--- src/rtl/adma_ram_if.sv ---
// adma_ram_if: DMA, host and RAM signals shared by the RAM arbiter and its neighbours.
interface adma_ram_if #(
  parameter int ADDR_W = 64,
  parameter int DATA_W = 32
);
  logic              dma_req, dma_we, dma_gnt, dma_rvalid;
  logic [ADDR_W-1:0] dma_addr;
  logic [DATA_W-1:0] dma_wdata, dma_rdata;
  logic              host_req, host_we, host_gnt, host_rvalid;
  logic [ADDR_W-1:0] host_addr;
  logic [DATA_W-1:0] host_wdata, host_rdata;
  logic [ADDR_W-1:0] ram_address;
  logic              ram_write, ram_read;
  logic [DATA_W-1:0] ram_data_in, ram_data_out;
  modport slave (
    input  dma_req, dma_we, dma_addr, dma_wdata,
    output dma_gnt, dma_rdata, dma_rvalid,
    input  host_req, host_we, host_addr, host_wdata,
    output host_gnt, host_rdata, host_rvalid,
    output ram_address, ram_write, ram_read, ram_data_in,
    input  ram_data_out
  );
  modport master (
    output dma_req, dma_we, dma_addr, dma_wdata,
    input  dma_gnt, dma_rdata, dma_rvalid,
    output host_req, host_we, host_addr, host_wdata,
    input  host_gnt, host_rdata, host_rvalid,
    input  ram_address, ram_write, ram_read, ram_data_in,
    output ram_data_out
  );
endinterface

--- src/rtl/adma_ram_arbiter.sv ---
// adma_ram_arbiter: round-robin, burst-bounded sharing of one RAM port between DMA and host.
module adma_ram_arbiter #(
  parameter int ADDR_W    = 64,
  parameter int DATA_W    = 32,
  parameter int MAX_BURST = 8
) (
  input  logic     CLK,
  input  logic     RESET,
  adma_ram_if.slave bus
);
  localparam int CW = $clog2(MAX_BURST + 1);
  typedef enum logic [1:0] {IDLE, OWN_DMA, OWN_HOST} state_t;
  state_t            state;
  logic              last_host, rd_pend, rd_tag;
  logic [CW-1:0]     burst_cnt, cnt_inc;
  logic [DATA_W-1:0] dma_hold, host_hold;
  logic              own_dma, own_host, mine, other, issue, we, at_limit, dma_rv, host_rv;
  assign own_dma  = state == OWN_DMA;
  assign own_host = state == OWN_HOST;
  assign mine     = own_dma ? bus.dma_req : own_host & bus.host_req;
  assign other    = own_dma ? bus.host_req : bus.dma_req;
  assign issue    = mine;
  assign we       = own_dma ? bus.dma_we : bus.host_we;
  assign cnt_inc  = (burst_cnt == CW'(MAX_BURST)) ? burst_cnt : burst_cnt + 1'b1;
  assign at_limit = cnt_inc == CW'(MAX_BURST);
  assign dma_rv   = rd_pend & ~rd_tag;
  assign host_rv  = rd_pend & rd_tag;
  assign bus.dma_gnt     = own_dma;
  assign bus.host_gnt    = own_host;
  assign bus.ram_read    = issue & ~we;
  assign bus.ram_write   = issue & we;
  assign bus.ram_address = own_dma ? bus.dma_addr : own_host ? bus.host_addr : '0;
  assign bus.ram_data_in = own_dma ? bus.dma_wdata : own_host ? bus.host_wdata : '0;
  assign bus.dma_rvalid  = dma_rv;
  assign bus.host_rvalid = host_rv;
  // Returned data passes straight through on the pulse and is held afterwards.
  assign bus.dma_rdata   = dma_rv ? bus.ram_data_out : dma_hold;
  assign bus.host_rdata  = host_rv ? bus.ram_data_out : host_hold;
  always_ff @(posedge CLK or posedge RESET) begin
    if (RESET) begin
      state     <= IDLE;
      last_host <= 1'b1;
      burst_cnt <= '0;
      rd_pend   <= 1'b0;
      rd_tag    <= 1'b0;
      dma_hold  <= '0;
      host_hold <= '0;
    end else begin
      rd_pend <= issue & ~we;
      rd_tag  <= own_host;
      if (dma_rv) dma_hold <= bus.ram_data_out;
      if (host_rv) host_hold <= bus.ram_data_out;
      if (state == IDLE) begin
        if (bus.dma_req && (!bus.host_req || last_host)) state <= OWN_DMA;
        else if (bus.host_req) state <= OWN_HOST;
      end else if (!mine || (other && at_limit)) begin
        state     <= other ? (own_dma ? OWN_HOST : OWN_DMA) : IDLE;
        last_host <= own_host;
        burst_cnt <= '0;
      end else begin
        burst_cnt <= cnt_inc;
      end
    end
  end
endmodule

--- src/flat_wrapper.sv ---
// flat-port wrapper written by rule: the top's interface ports become plain ports
module adma_ram_arbiter_flat 
#(
  parameter int ADDR_W    = 64,
  parameter int DATA_W    = 32,
  parameter int MAX_BURST = 8
)
  (CLK, RESET, bus_dma_req, bus_dma_we, bus_dma_addr, bus_dma_wdata, bus_dma_gnt, bus_dma_rdata, bus_dma_rvalid, bus_host_req, bus_host_we, bus_host_addr, bus_host_wdata, bus_host_gnt, bus_host_rdata, bus_host_rvalid, bus_ram_address, bus_ram_write, bus_ram_read, bus_ram_data_in, bus_ram_data_out);
  adma_ram_if #(.ADDR_W(ADDR_W), .DATA_W(DATA_W)) bus_i ();
  input  logic CLK;
  input  logic RESET;
  input wire logic [$bits(bus_i.dma_req)-1:0] bus_dma_req;
  input wire logic [$bits(bus_i.dma_we)-1:0] bus_dma_we;
  input wire logic [$bits(bus_i.dma_addr)-1:0] bus_dma_addr;
  input wire logic [$bits(bus_i.dma_wdata)-1:0] bus_dma_wdata;
  output wire logic [$bits(bus_i.dma_gnt)-1:0] bus_dma_gnt;
  output wire logic [$bits(bus_i.dma_rdata)-1:0] bus_dma_rdata;
  output wire logic [$bits(bus_i.dma_rvalid)-1:0] bus_dma_rvalid;
  input wire logic [$bits(bus_i.host_req)-1:0] bus_host_req;
  input wire logic [$bits(bus_i.host_we)-1:0] bus_host_we;
  input wire logic [$bits(bus_i.host_addr)-1:0] bus_host_addr;
  input wire logic [$bits(bus_i.host_wdata)-1:0] bus_host_wdata;
  output wire logic [$bits(bus_i.host_gnt)-1:0] bus_host_gnt;
  output wire logic [$bits(bus_i.host_rdata)-1:0] bus_host_rdata;
  output wire logic [$bits(bus_i.host_rvalid)-1:0] bus_host_rvalid;
  output wire logic [$bits(bus_i.ram_address)-1:0] bus_ram_address;
  output wire logic [$bits(bus_i.ram_write)-1:0] bus_ram_write;
  output wire logic [$bits(bus_i.ram_read)-1:0] bus_ram_read;
  output wire logic [$bits(bus_i.ram_data_in)-1:0] bus_ram_data_in;
  input wire logic [$bits(bus_i.ram_data_out)-1:0] bus_ram_data_out;
  assign bus_i.dma_req = bus_dma_req;
  assign bus_i.dma_we = bus_dma_we;
  assign bus_i.dma_addr = bus_dma_addr;
  assign bus_i.dma_wdata = bus_dma_wdata;
  assign bus_dma_gnt = bus_i.dma_gnt;
  assign bus_dma_rdata = bus_i.dma_rdata;
  assign bus_dma_rvalid = bus_i.dma_rvalid;
  assign bus_i.host_req = bus_host_req;
  assign bus_i.host_we = bus_host_we;
  assign bus_i.host_addr = bus_host_addr;
  assign bus_i.host_wdata = bus_host_wdata;
  assign bus_host_gnt = bus_i.host_gnt;
  assign bus_host_rdata = bus_i.host_rdata;
  assign bus_host_rvalid = bus_i.host_rvalid;
  assign bus_ram_address = bus_i.ram_address;
  assign bus_ram_write = bus_i.ram_write;
  assign bus_ram_read = bus_i.ram_read;
  assign bus_ram_data_in = bus_i.ram_data_in;
  assign bus_i.ram_data_out = bus_ram_data_out;
  adma_ram_arbiter #(.ADDR_W(ADDR_W), .DATA_W(DATA_W), .MAX_BURST(MAX_BURST)) u_core (.CLK(CLK), .RESET(RESET), .bus(bus_i));
endmodule
--- config.mk ---
export PLATFORM = sky130hd
export DESIGN_NAME = adma_ram_arbiter_flat
export DESIGN_NICKNAME = d
export VERILOG_FILES = /design/src/rtl/adma_ram_if.sv /design/src/rtl/adma_ram_arbiter.sv /design/src/flat_wrapper.sv
export SDC_FILE = /design/constraint.sdc
export NUM_CORES = 1
export LEC_CHECK = 0
export ABC_AREA = 1
export CORE_AREA = 2 2 152 154
export CTS_BUF_LIST = sky130_fd_sc_hd__clkbuf_16
export DETAILED_ROUTE_END_ITERATION = 10
export DIE_AREA = 0 0 154 156
export PLACE_DENSITY = 0.59
export SYNTH_ARGS = -nofsm -noshare
export SYNTH_HDL_FRONTEND = slang
export SYNTH_SLANG_ARGS = --single-unit
--- constraint.sdc ---
create_clock -name CLK -period 3.1 [get_ports CLK]
set_clock_uncertainty 0.2 [all_clocks]
set_input_delay 0.62 -clock CLK [delete_from_list [all_inputs] [get_ports CLK]]
set_output_delay 0.62 -clock CLK [all_outputs]
set_load 0.01 [all_outputs]
==> impl_metrics.ini <==
[run_status]
status = finished clean

[route]
ant_nets = 0
wl_mm = 22.0
first_pass_iters = 4
detail_route.iter0.violations = 271
drt_via_density = 4.18
num_vias = 4701
avgRoutedWirePerCell_microns = 19.6
drc = 0

[cts]
clk_latency_ns = 0.33
clkSinkCount = 73
cts_hold_buffers = 0
cts_tree = built
cts_buffers = 9
clk_transition_reported_paths_ns = 0.06
cts_setup_buffers = 0
max-clock-path-buffers = 2
cts_root_buf = sky130_fd_sc_hd__clkbuf_16
cts_max_level = 3

[hold_path]
worst_hold_path_type = reg -> reg
worst_hold_startpoint = u_core.last_host
hold_end = u_core.last_host
holdPathStages = 2

[worst_setup_path]
timing.reg2reg.worst_path_depth = 11
worst_r2r_dst = u_core.state[0]
timing.reg2reg.setup_slack_ns = 1.30
critical_path.max_stage_delay_ns = 0.55
setup.worst_path.class = reg -> out
timing.critical_path.fanout_max = 22
critical-path-top-cell-by-count = sky130_fd_sc_hd__buf_12
cp.arrival_ns = 2.18
cp-start-kind = flop
timing.critical_path.required_ns = 2.28
sort_of_element_at_the_end_of_the_critical_path = output pin
regToRegStartpoint = u_core.burst_cnt[0]
timing.critical_path.slowest_stage_cell = sky130_fd_sc_hd__clkdlybuf4s50_1
path_cells = inv_2 > nand2_2 > inv_4 > buf_12 > buf_12 > a22o_1 > clkdlybuf4s50_1

[floorplan]
pin_count = 396
rows = 55
die_width_microns = 154
die-area_sq_um = 24000
core_sq_um = 22400
die_height_microns = 156
floorplan.initialDensity = 0.174

[global_route]
largest_net_degree_at_the_start_of_global_routing = 50
grt_pass1_wl_mm = 29.9
grt_pass1_vias = 4624
all_layer_gr_usage = 0.168
grt-ovfl-total = 0
grt_antenna_before_repair = 1

[synth]
yosysWarningCount = 0
syn-mean-instance-area_sq_um = 8.93
ys_async_sr_fraction = 1.00
postSynthNetCount = 667
synthesis.instances = 435
dominantRegCellSynth = sky130_fd_sc_hd__dfrtp_1
count_of_flip_flops_with_a_built_in_enable_after_synthesis = 0
yosys_register_bits = 73
yosysUniqueCellTypes = 23
syn_area_sq_um = 3890
synth_seq_area_share = 0.470

[cells_and_area]
fill_cells = 2249
share_of_post_route_cells_with_drive_strength_above_1 = 0.0692
flow.area_growth_from_synthesis_pct = 123
final_cell_mix = 382 x sky130_fd_sc_hd__clkdlybuf4s50_1, 96 x sky130_fd_sc_hd__a22o_1, 81 x sky130_fd_sc_hd__nand2_1, 71 x sky130_fd_sc_hd__dfrtp_1, 60 x sky130_fd_sc_hd__o21ai_0
most_frequent_standard_cell_in_the_layout_excluding_fill_and_tap_cells = sky130_fd_sc_hd__clkdlybuf4s50_1
final_net_count = 1065

[timing]
setup-tns-final_ns = 0
drv_slew = 0
finalWorstPathRequiredPeriod_ns = 3.00
worstMarginPinSlew_ns = 0.481
report.final.setup_viol = 0
final_min_period_over_clock_period = 0.967
max_freq_mhz = 334
slew_headroom = 0.679
timing_hold_violations_final = 0

[pwr]
power.density_cell_area_nw_per_um2 = 928
clock_power_share = 0.117
p_int_mw = 4.97
share_comb_of_total_power = 0.687
switching_share = 0.382
ir_drop_mv = 0.427
leakagePower_nw = 3.88
power.share.sequential = 0.196
power_switching_mw = 3.07
finalPower_mw = 8.04

[place]
portBuffers = 395
dp_hpwl_mm = 17.7
gp_routability_congestion = 0.874

[run]
drv_cap = 0
cell usage after synthesis (2+ instances only):
master	count	area (sq um)
sky130_fd_sc_hd__dfrtp_1	72	1800
sky130_fd_sc_hd__clkbuf_1	11	41.3
sky130_fd_sc_hd__nor2_1	7	26.3
sky130_fd_sc_hd__o21ai_0	68	340
sky130_fd_sc_hd__buf_6	5	56.3
sky130_fd_sc_hd__nand4_1	2	12.5
sky130_fd_sc_hd__inv_2	5	18.8
sky130_fd_sc_hd__a22o_1	96	841
sky130_fd_sc_hd__nand2_2	4	25.0
sky130_fd_sc_hd__inv_1	46	173
sky130_fd_sc_hd__nand3_1	9	45.0
sky130_fd_sc_hd__o22ai_1	2	12.5
sky130_fd_sc_hd__buf_2	16	80.1
sky130_fd_sc_hd__ha_1	2	25.0
sky130_fd_sc_hd__nand2_1	82	308
layer usage:
metal / part of all wire / global-route usage / vias to the layer above
met5: 0 / 0 / -
met4: 0.015 / 0.0432 / 0
met3: 0.095 / 0.0700 / 15
met2: 0.49 / 0.280 / 219
met1: 0.40 / 0.200 / 2146
li1: - / - / 2321
critical path: cells and delay by family (launching register included):
kind / cells / cell delay [ns]
buf+inv: 5 / 1.12
compound gates: 1 / 0.19
flops: 1 / 0.45
simple gates: 1 / 0.08
metrics by stage:
step | std cells | util | hold WS [ns] | worst slack (ns) | cell area, sq um
2_1_floorplan | 435 | - | 0.242 | 0.428 | 3890
3_3_place_gp | 1104 | 0.370 | 0.264 | 0.229 | 8270
3_5_place_dp | 1104 | 0.370 | 0.255 | 0.221 | 8270
4_1_cts | 1121 | 0.384 | 0.274 | 0.00541 | 8580
5_1_grt | 1124 | 0.387 | 0.304 | -0.00217 | 8670
6_report | 1124 | 0.387 | 0.273 | 0.103 | 8670
final cells by class:
cell class	count	area [sq um]	area share
timing repair buffer	420	4320	0.498
sequential	73	1830	0.211
multi-input combinational	278	1690	0.195
tap	285	357	0.0411
clock buffer	9	225	0.0260
inverter	51	199	0.0230
clock inverter	7	47.5	0.00549
antenna	1	2.50	0.000289
cell families (layout without fill, tap and decap cells):
| kind of cell | Yosys count | count (layout) | synth area share |
|---|---|---|---|
| adder cells (fa/ha/maj) | 2 | 2 | 0.00644 |
| other | 0 | 1 | 0 |
| flip-flops | 73 | 73 | 0.470 |
| buffers and inverters | 84 | 487 | 0.0959 |
| AND/OR/NAND/NOR | 107 | 107 | 0.114 |
| AO/OA/AOI/OAI | 169 | 169 | 0.313 |
how the worst max path moves through the flow:
| stage | cells after the start | startpoint | slack, ns | endpoint |
|---|---|---|---|---|
| after floorplan | 1 | RESET | 0.43 | u_core.burst_cnt[0] |
| after global placement | 6 | bus_host_req | 0.23 | bus_ram_read |
| after detailed placement | 6 | bus_host_req | 0.22 | bus_ram_read |
| after CTS | 7 | u_core.state[0] | 0.005 | bus_ram_data_in[30] |
| after global routing | 7 | u_core.state[1] | -0.002 | bus_ram_address[31] |
| final | 7 | u_core.state[0] | 0.10 | bus_ram_address[62] |
power by group through the flow:
stage | Clock [mW] | Combinational (mW) | Sequential (mW)
6_report | 0.944 | 5.52 | 1.58
5_1_grt | 1.02 | 5.93 | 1.61
4_1_cts | 0.982 | 5.49 | 1.57
3_5_place_dp | 0 | 5.37 | 1.59
3_3_place_gp | 0 | 5.38 | 1.57
2_1_floorplan | 0 | 2.27 | 1.55
flip-flops by register name, indices dropped and copies added, names as in the netlist:
| name | flops |
|---|---|
| u_core.state | 2 |
| u_core.host_hold | 32 |
| u_core.burst_cnt | 4 |
| u_core.rd_pend | 1 |
| u_core.dma_hold | 32 |
| u_core.rd_tag | 1 |
| u_core.last_host | 1 |
what timing repair did:
item / in CTS / in global routing
resized for setup: 3 / 22
hold endpoints to repair: 0 / 0
gates cloned: 1 / 2
endpoints found under the setup margin: 20 / 57
No activity file was read; power rests on OpenSTA's default activity.
